$ cat src/rtl/mat_cache_seq_pkg.sv
// Shared matrix package: cache port opcodes and the sequencer FSM state type.
package mat_cache_seq_pkg;

  typedef enum logic [1:0] {
    MAT_DATA_WRITE_DISABLE = 2'd0,
    MAT_DATA_WRITE_ROW     = 2'd1,
    MAT_DATA_WRITE_COL     = 2'd2
  } MatDataWriteOp_t;

  typedef enum logic {
    MAT_DATA_READ_ROW = 1'b0,
    MAT_DATA_READ_COL = 1'b1
  } MatDataReadOp_t;

  typedef enum logic [1:0] {
    SEQ_IDLE  = 2'd0,
    SEQ_LOAD  = 2'd1,
    SEQ_STORE = 2'd2
  } MatCacheSeqState_t;

endpackage

$ cat src/rtl/mat_cache_seq.sv
// Matrix cache sequencer: turns one load/store command into WIDTH row or
// column beats on the matrix cache write/read port.
// Optional stall-cycle counter enabled by macro MAT_CACHE_SEQ_STALL_CNT_EN;
// without it stall_count is tied to zero and no counter register exists.
//
// state     | meaning
// ----------+--------------------------------------------------
// SEQ_IDLE  | waiting for a command, cmd_ready high
// SEQ_LOAD  | writing stream beats into the latched slot
// SEQ_STORE | reading the latched slot out to the stream
module mat_cache_seq
  import mat_cache_seq_pkg::*;
#(
  parameter int WIDTH      = 128,
  parameter int CACHE_SIZE = 4,
  localparam int WIDTH_ADDR_SIZE = $clog2(WIDTH),
  localparam int CACHE_ADDR_SIZE = $clog2(CACHE_SIZE)
) (
  input  logic                       clock,
  input  logic                       reset,
  input  logic                       cmd_valid,
  output logic                       cmd_ready,
  input  logic                       cmd_store,
  input  logic                       cmd_col,
  input  logic [CACHE_ADDR_SIZE-1:0] cmd_addr,
  input  logic                       in_valid,
  output logic                       in_ready,
  output logic                       out_valid,
  input  logic                       out_ready,
  output MatDataWriteOp_t            write_op,
  output logic [CACHE_ADDR_SIZE-1:0] write_addr1,
  output logic [CACHE_ADDR_SIZE-1:0] write_addr2,
  output logic [WIDTH_ADDR_SIZE-1:0] write_param1,
  output logic [WIDTH_ADDR_SIZE-1:0] write_param2,
  output MatDataReadOp_t             read_op,
  output logic [CACHE_ADDR_SIZE-1:0] read_addr1,
  output logic [CACHE_ADDR_SIZE-1:0] read_addr2,
  output logic [WIDTH_ADDR_SIZE-1:0] read_param,
  output logic                       busy,
  output logic                       done,
  output logic [31:0]                stall_count
);

  MatCacheSeqState_t          state_q, state_d;
  logic [WIDTH_ADDR_SIZE-1:0] idx_q, idx_d;
  logic [CACHE_ADDR_SIZE-1:0] addr_q, addr_d;
  logic                       col_q, col_d;
  logic                       done_q, done_d;
  logic                       last_idx;

  assign last_idx = (idx_q == WIDTH_ADDR_SIZE'(WIDTH - 1));

  // State, beat index, latched command and done pulse registers
  always_ff @(posedge clock or posedge reset) begin
    if (reset) begin
      state_q <= SEQ_IDLE;
      idx_q   <= '0;
      addr_q  <= '0;
      col_q   <= 1'b0;
      done_q  <= 1'b0;
    end else begin
      state_q <= state_d;
      idx_q   <= idx_d;
      addr_q  <= addr_d;
      col_q   <= col_d;
      done_q  <= done_d;
    end
  end

  // Next-state logic and cache port decode; every output defaults to its idle value
  always_comb begin
    state_d      = state_q;
    idx_d        = idx_q;
    addr_d       = addr_q;
    col_d        = col_q;
    done_d       = 1'b0;
    cmd_ready    = 1'b0;
    in_ready     = 1'b0;
    out_valid    = 1'b0;
    write_op     = MAT_DATA_WRITE_DISABLE;
    write_addr1  = '0;
    write_addr2  = '0;
    write_param1 = '0;
    write_param2 = '0;
    read_op      = MAT_DATA_READ_ROW;
    read_addr1   = '0;
    read_addr2   = '0;
    read_param   = '0;
    unique case (state_q)
      SEQ_IDLE: begin
        cmd_ready = 1'b1;
        if (cmd_valid) begin
          col_d   = cmd_col;
          addr_d  = cmd_addr;
          idx_d   = '0;
          state_d = cmd_store ? SEQ_STORE : SEQ_LOAD;
        end
      end
      SEQ_LOAD: begin
        in_ready     = 1'b1;
        write_addr1  = addr_q;
        write_addr2  = addr_q;
        write_param1 = idx_q;
        if (in_valid) begin
          write_op = col_q ? MAT_DATA_WRITE_COL : MAT_DATA_WRITE_ROW;
          if (last_idx) begin
            idx_d   = '0;
            state_d = SEQ_IDLE;
            done_d  = 1'b1;
          end else begin
            idx_d = idx_q + WIDTH_ADDR_SIZE'(1);
          end
        end
      end
      SEQ_STORE: begin
        out_valid  = 1'b1;
        read_op    = col_q ? MAT_DATA_READ_COL : MAT_DATA_READ_ROW;
        read_addr1 = addr_q;
        read_addr2 = addr_q;
        read_param = idx_q;
        if (out_ready) begin
          if (last_idx) begin
            idx_d   = '0;
            state_d = SEQ_IDLE;
            done_d  = 1'b1;
          end else begin
            idx_d = idx_q + WIDTH_ADDR_SIZE'(1);
          end
        end
      end
      default: state_d = SEQ_IDLE;
    endcase
  end

  assign busy = (state_q != SEQ_IDLE);
  assign done = done_q;

`ifdef MAT_CACHE_SEQ_STALL_CNT_EN
  logic [31:0] stall_q, stall_d;
  logic        stall_cyc;

  assign stall_cyc = ((state_q == SEQ_LOAD) && !in_valid) ||
                     ((state_q == SEQ_STORE) && !out_ready);

  // Saturating next value of the stall counter
  always_comb begin
    stall_d = stall_q;
    if (stall_cyc && (stall_q != 32'hFFFF_FFFF)) stall_d = stall_q + 32'd1;
  end

  // Stall counter register
  always_ff @(posedge clock or posedge reset) begin
    if (reset) stall_q <= '0;
    else       stall_q <= stall_d;
  end

  assign stall_count = stall_q;
`else
  assign stall_count = '0;
`endif

endmodule

$ cat config.mk
export PLATFORM = sky130hd
export DESIGN_NAME = mat_cache_seq
export DESIGN_NICKNAME = d
export VERILOG_FILES = /design/src/rtl/mat_cache_seq_pkg.sv /design/src/rtl/mat_cache_seq.sv
export SDC_FILE = /design/constraint.sdc
export NUM_CORES = 1
export LEC_CHECK = 0
export CAP_MARGIN = 5
export CORE_AREA = 4 4 63 65
export DETAILED_ROUTE_END_ITERATION = 6
export DIE_AREA = 0 0 67 69
export PLACE_DENSITY = 0.86
export SLEW_MARGIN = 10
export SYNTH_ARGS = -nofsm -noshare
export SYNTH_HDL_FRONTEND = slang
export SYNTH_SLANG_ARGS = --single-unit
$ cat constraint.sdc
create_clock -name clock -period 2.28 [get_ports clock]
set_input_delay 0.228 -clock clock [delete_from_list [all_inputs] [get_ports clock]]
set_output_delay 0.228 -clock clock [all_outputs]
set_load 0.03 [all_outputs]
* After elaboration in Yosys (flattened, before gate mapping) *
Cells that the tools add are included.

cells by class
  add/sub/neg operators = 1
  equality and inequality tests = 6
  muxes and demuxes = 27
  reduce and logical (&&, ||, !) cells = 6

operators with widths
  kind                                                 count
  two-way mux 7 bit                                    6
  case mux 7 bit (3 select lines)                      1
  two-way mux 2 bit                                    10
  two-way mux 1 bit                                    8
  adder 7 x 1 -> 7 bit, second input constant          1
  equality test 7 bit, second input constant           1
  != test 2 bit, second input constant                 3
  case mux 2 bit (3 select lines)                      1
  AND reduction 4 bit                                  1
  AND reduction 3 bit                                  1
  nonzero test 3 bit                                   1
  equality test 2 x 1 -> 1 bit, second input constant  1
  equality test 2 bit, second input constant           1
  zero test 2 bit                                      1
  case mux 1 bit (2 select lines)                      1
  AND reduction 2 bit                                  1
  nonzero test 2 bit                                   1

storage, ports and cells
  register bits = 13
  input bits = 9
  output and inout port bits = 69
  word-level logic and storage cells = 45

* Logic depth before layout (Yosys ltp) *
  word-level depth = 4
  depth in mapped cells = 6
  mapped depth without buffers = 6

* Worst setup path after synthesis *
Ideal clock, no wire load.

  kind = flip-flop to output port
  from = register state_q[0]
  to = output read_addr2[1]
  arrival = 1.662 ns
  data required time = 2.052 ns
  slack = 0.390 ns
  cell stages (with the launch flop) = 6
  path buffers = 2
  path through = dfrtp_1 > inv_1 > ha_1 > clkbuf_1 > and2_1 > buf_4

on the way
  cells in the longest elaborated chain, start to end = 2

ends and longest elaborated chain
  what                      line                 RTL
  start: declaration        mat_cache_seq.sv:44  MatCacheSeqState_t state_q, state_d;
  start signal: assignment  mat_cache_seq.sv:62  state_q <= state_d;
  equality test 2 bit       --
  two-way mux 2 bit         --
  end: declaration          mat_cache_seq.sv:37  output logic [CACHE_ADDR_SIZE-1:0] read_addr2,

No other way between the ends.

* Worst setup path in the final report *
  from = register state_q[0]
  to = output out_valid

on the way
  cells in the longest elaborated chain, start to end = 2

ends and longest elaborated chain
  what                 line                 RTL
  equality test 2 bit  mat_cache_seq.sv:89  unique case (state_q)
  two-way mux 1 bit    mat_cache_seq.sv:89
  end: declaration     mat_cache_seq.sv:28  output logic out_valid,

No other way between the ends.

==> summary.md <==
| Metric | Value |
|---|---|
| Clk_lat worst skew | about 280 ps |
| Flop-to-flop setup slack | 370 ps |
| Vias in the first global route | about 800 |
| Asr flop ratio synth | 1.00 |
| Initial core utilization | 0.360 |
| Critical Path, Cell by Cell | inv_1 > ha_2 > clkdlybuf4s50_1 |
| Die Height | roughly 69 um |
| Sequential share of the synthesized area | 0.271 |
| Avg WL per Cell | 11.4 um |
| RSZ-0062 raised after global routing | false |
| Synth top area share | 0.271 |
| P_leak | approximately 1.0 nW |
| Overflow after GRT | 0 |
| Main synth FF type | dfrtp_1 |
| Crit-path max FO | 13 |
| Clock Sinks | 13 |
| Net Switching | 0.747 mW |
| Critical Path RT | around 2100 ps |
| First-pass GRT wire length | ~3700 um |
| CP max stage delay | ~710 ps |
| VDD IR max | around 0.00059 V |
| Crit path from | state_q[0] |
| Share of cells above drive strength 1 | 0.0824 |
| Avg Vias per Cell | slightly above 4 |
| Die area | 4620 um^2 |
| Yosys cell types | 29 |
| Internal cell power | around 0.75 mW |
| Top-count cell post-synth | buf_4 |
| CTS root buffer | clkbuf_4 |
| HP Class | in2async |
| Total core area | between 3000 and 4000 um^2 |
| Period utilization | 0.921 |
| GRT Overall Usage | 0.103 |
| Post CTS Setup Buffer Count | 0 |
| Worst reg2reg endpoint | idx_q[5] |
| R2r startpoint | state_q[0] |
| Area grow syn2layout | 28.0% |
| Reg2reg path depth | 6 |
| Row count | 21 |
| Initial antenna violation count | 0 |
| Ant. Diodes | 0 |
| TritonCTS Buffers | 3 |
| Combinational share of power | 0.679 |
| Final TNS setup | 0 ps |
| Crit path max-delay family | buffers and inverters |
| Detailed Place HPWL | a little under 2000 um |
| Fin. Hold Viols | 0 |
| CP arrival | between 1500 and 2000 ps |
| CTS tree | yes |
| Pre-CTS WS | between 200 and 250 ps |
| H-tree depth | 1 |
| Final Util | 0.461 |
| Final setup violating endpoints | 0 |
| Yosys top cell by area | dfrtp_1 |
| Mapped cell area | between 1000 and 1500 um^2 |
| IO Port Bufs | 38 |
| Fillers | ~330 |
| Worst path bufs/invs | 2 |
| Yosys warning count | 0 |
| CTS Buffer Depth | 2 |
| Power per cell area | ~970 nW/um^2 |
| Clock power share | 0.097 |
| Via count | 880 |
| Total Power | 1.50 mW |
| Reg power frac | 0.224 |
| ANT nets after route | 0 |
| Top Ports | 78 |
| GPL Wtd Cong | between 0.7 and 0.8 |
| Nets | ~190 |
| Fin. max-slew vios | 0 |
| Reg clk slew, reported paths | approximately 80 ps |
| Fmax | 476 MHz |
| Worst Setup Start Kind | register |
| CP max stage cell | clkdlybuf4s50_1 |
| Die width | between 60 and 70 um |
| Sw Ratio | 0.499 |
| Final wirelength | approximately 2500 um |
| Post-synth EDFFs | 0 |
| Syn Inst Count | 135 |
| Router iterations before antenna repair | 4 |
| Critical path endpoint category | output port |
| Hold_ws | between 200 and 300 ps |
| Number of DRC violations after detailed routing | 0 |
| Crit path kind | reg2out |
| Initial DRC count | 23 |
| Yosys reg bits | 13 |
| Final min period | between 2000 and 2500 ps |
| Layout Skew | approximately 3.2 ps |
| Total of max-cap violations | 0 |
| Synth area leaders | dfrtp_1 27%, buf_4 27%, and2_1 9.9% |
| Avg Cell Area, Syn | 8.91 um^2 |
| Largest net degree at the start of global routing | 14 |
| Status | complete, no violations |
| Worst setup margin | between 150 and 200 ps |
| Commonest cells post-synth | 43 x buf_4, 19 x and2_1, 13 x dfrtp_1 |
-- cell usage in the layout (no fill, tap or decap), types with 2 or more instances in the layout --
cell / Yosys / layout
nand3_1: 4 / 4
conb_1: 1 / 39
nor2_1: 3 / 3
mux2_2: 3 / 3
and2_1: 19 / 19
and3_1: 3 / 3
o21ai_0: 3 / 3
a21oi_1: 2 / 2
a21o_1: 3 / 3
dfrtp_1: 13 / 13
nor3_1: 2 / 2
nand2_1: 9 / 9
nor2b_1: 2 / 2
dlymetal6s2s_1: 0 / 18
mux2i_1: 2 / 2
nor2b_4: 2 / 2
ha_1: 5 / 3
clkbuf_4: 0 / 3
inv_1: 4 / 4
clkdlybuf4s50_1: 0 / 20
-- area by class of cell --
class                           instances  area [um^2]  share of cell area
Multi-Input combinational cell        111          689               0.448
Clock buffer                            4         26.3              0.0171
Inverter                                4         15.0             0.00976
Tap cell                               46         57.6              0.0374
Timing Repair Buffer                   38          425               0.276
Sequential cell                        13          325               0.211
-- through the flow --
stage / cell area, um^2 / cells
floorplan: 1350 / 173
global placement: 1450 / 212
detailed placement: 1450 / 212
CTS: 1480 / 216
global route: 1540 / 216
finish: 1540 / 216
-- timing repair --
item                       CTS  global route
hold endpoints to repair     0             0
setup endpoints to repair   25            23
hold buffers                 0             0
gates resized for setup      2            19
cloned                       0             0
-- power groups by stage --
| stage | Clock, mW | Combinational (mW) | Sequential [mW] |
|---|---|---|---|
| after floorplan | 0 | 0.807 | 0.326 |
| after CTS | 0.151 | 1.02 | 0.333 |
| final | 0.145 | 1.02 | 0.335 |
| after global placement | 0 | 0.992 | 0.335 |
| after global routing | 0.165 | 1.10 | 0.348 |
| after detailed placement | 0 | 1.01 | 0.338 |
-- cell families after synthesis --
group,Yosys count,share of synthesized area
buffers and inverters,49,0.287
AND/OR/NAND/NOR,49,0.263
AO/OA/AOI/OAI,13,0.0791
flip-flops,13,0.271
multiplexers,5,0.0447
adder cells (fa/ha/maj),5,0.0520
other,1,0.00312
-- metal layers --
layer / global-route usage / vias up / part of all wire
li1: - / 434 / -
met1: 0.120 / 398 / 0.39
met2: 0.174 / 43 / 0.51
met3: 0.0146 / 5 / 0.075
met4: 0.0608 / 0 / 0.024
met5: 0 / - / 0
-- worst max-delay path by stage --
| stage | depth (start not counted) | end |
|---|---|---|
| after detailed placement | 4 | read_addr1[1] |
| after CTS | 4 | read_addr1[1] |
| after floorplan | 5 | read_addr2[1] |
| after global placement | 4 | write_op[1] |
| final | 3 | out_valid |
| after global routing | 4 | write_addr1[0] |
-- registers in the layout, indices dropped and copies added, names as in the netlist --
signal	flops
idx_q	7
col_q	1
state_q	2
addr_q	2
done	1
-- worst register-to-register path, cell delays in order (launching register included) --
cell     delay, ps
dfrtp_1        420
inv_1          100
ha_1           280
nor2b_4        170
or4_4          550
nor4b_2        230
a21o_1         110
Power figures use the tool's default switching activity.
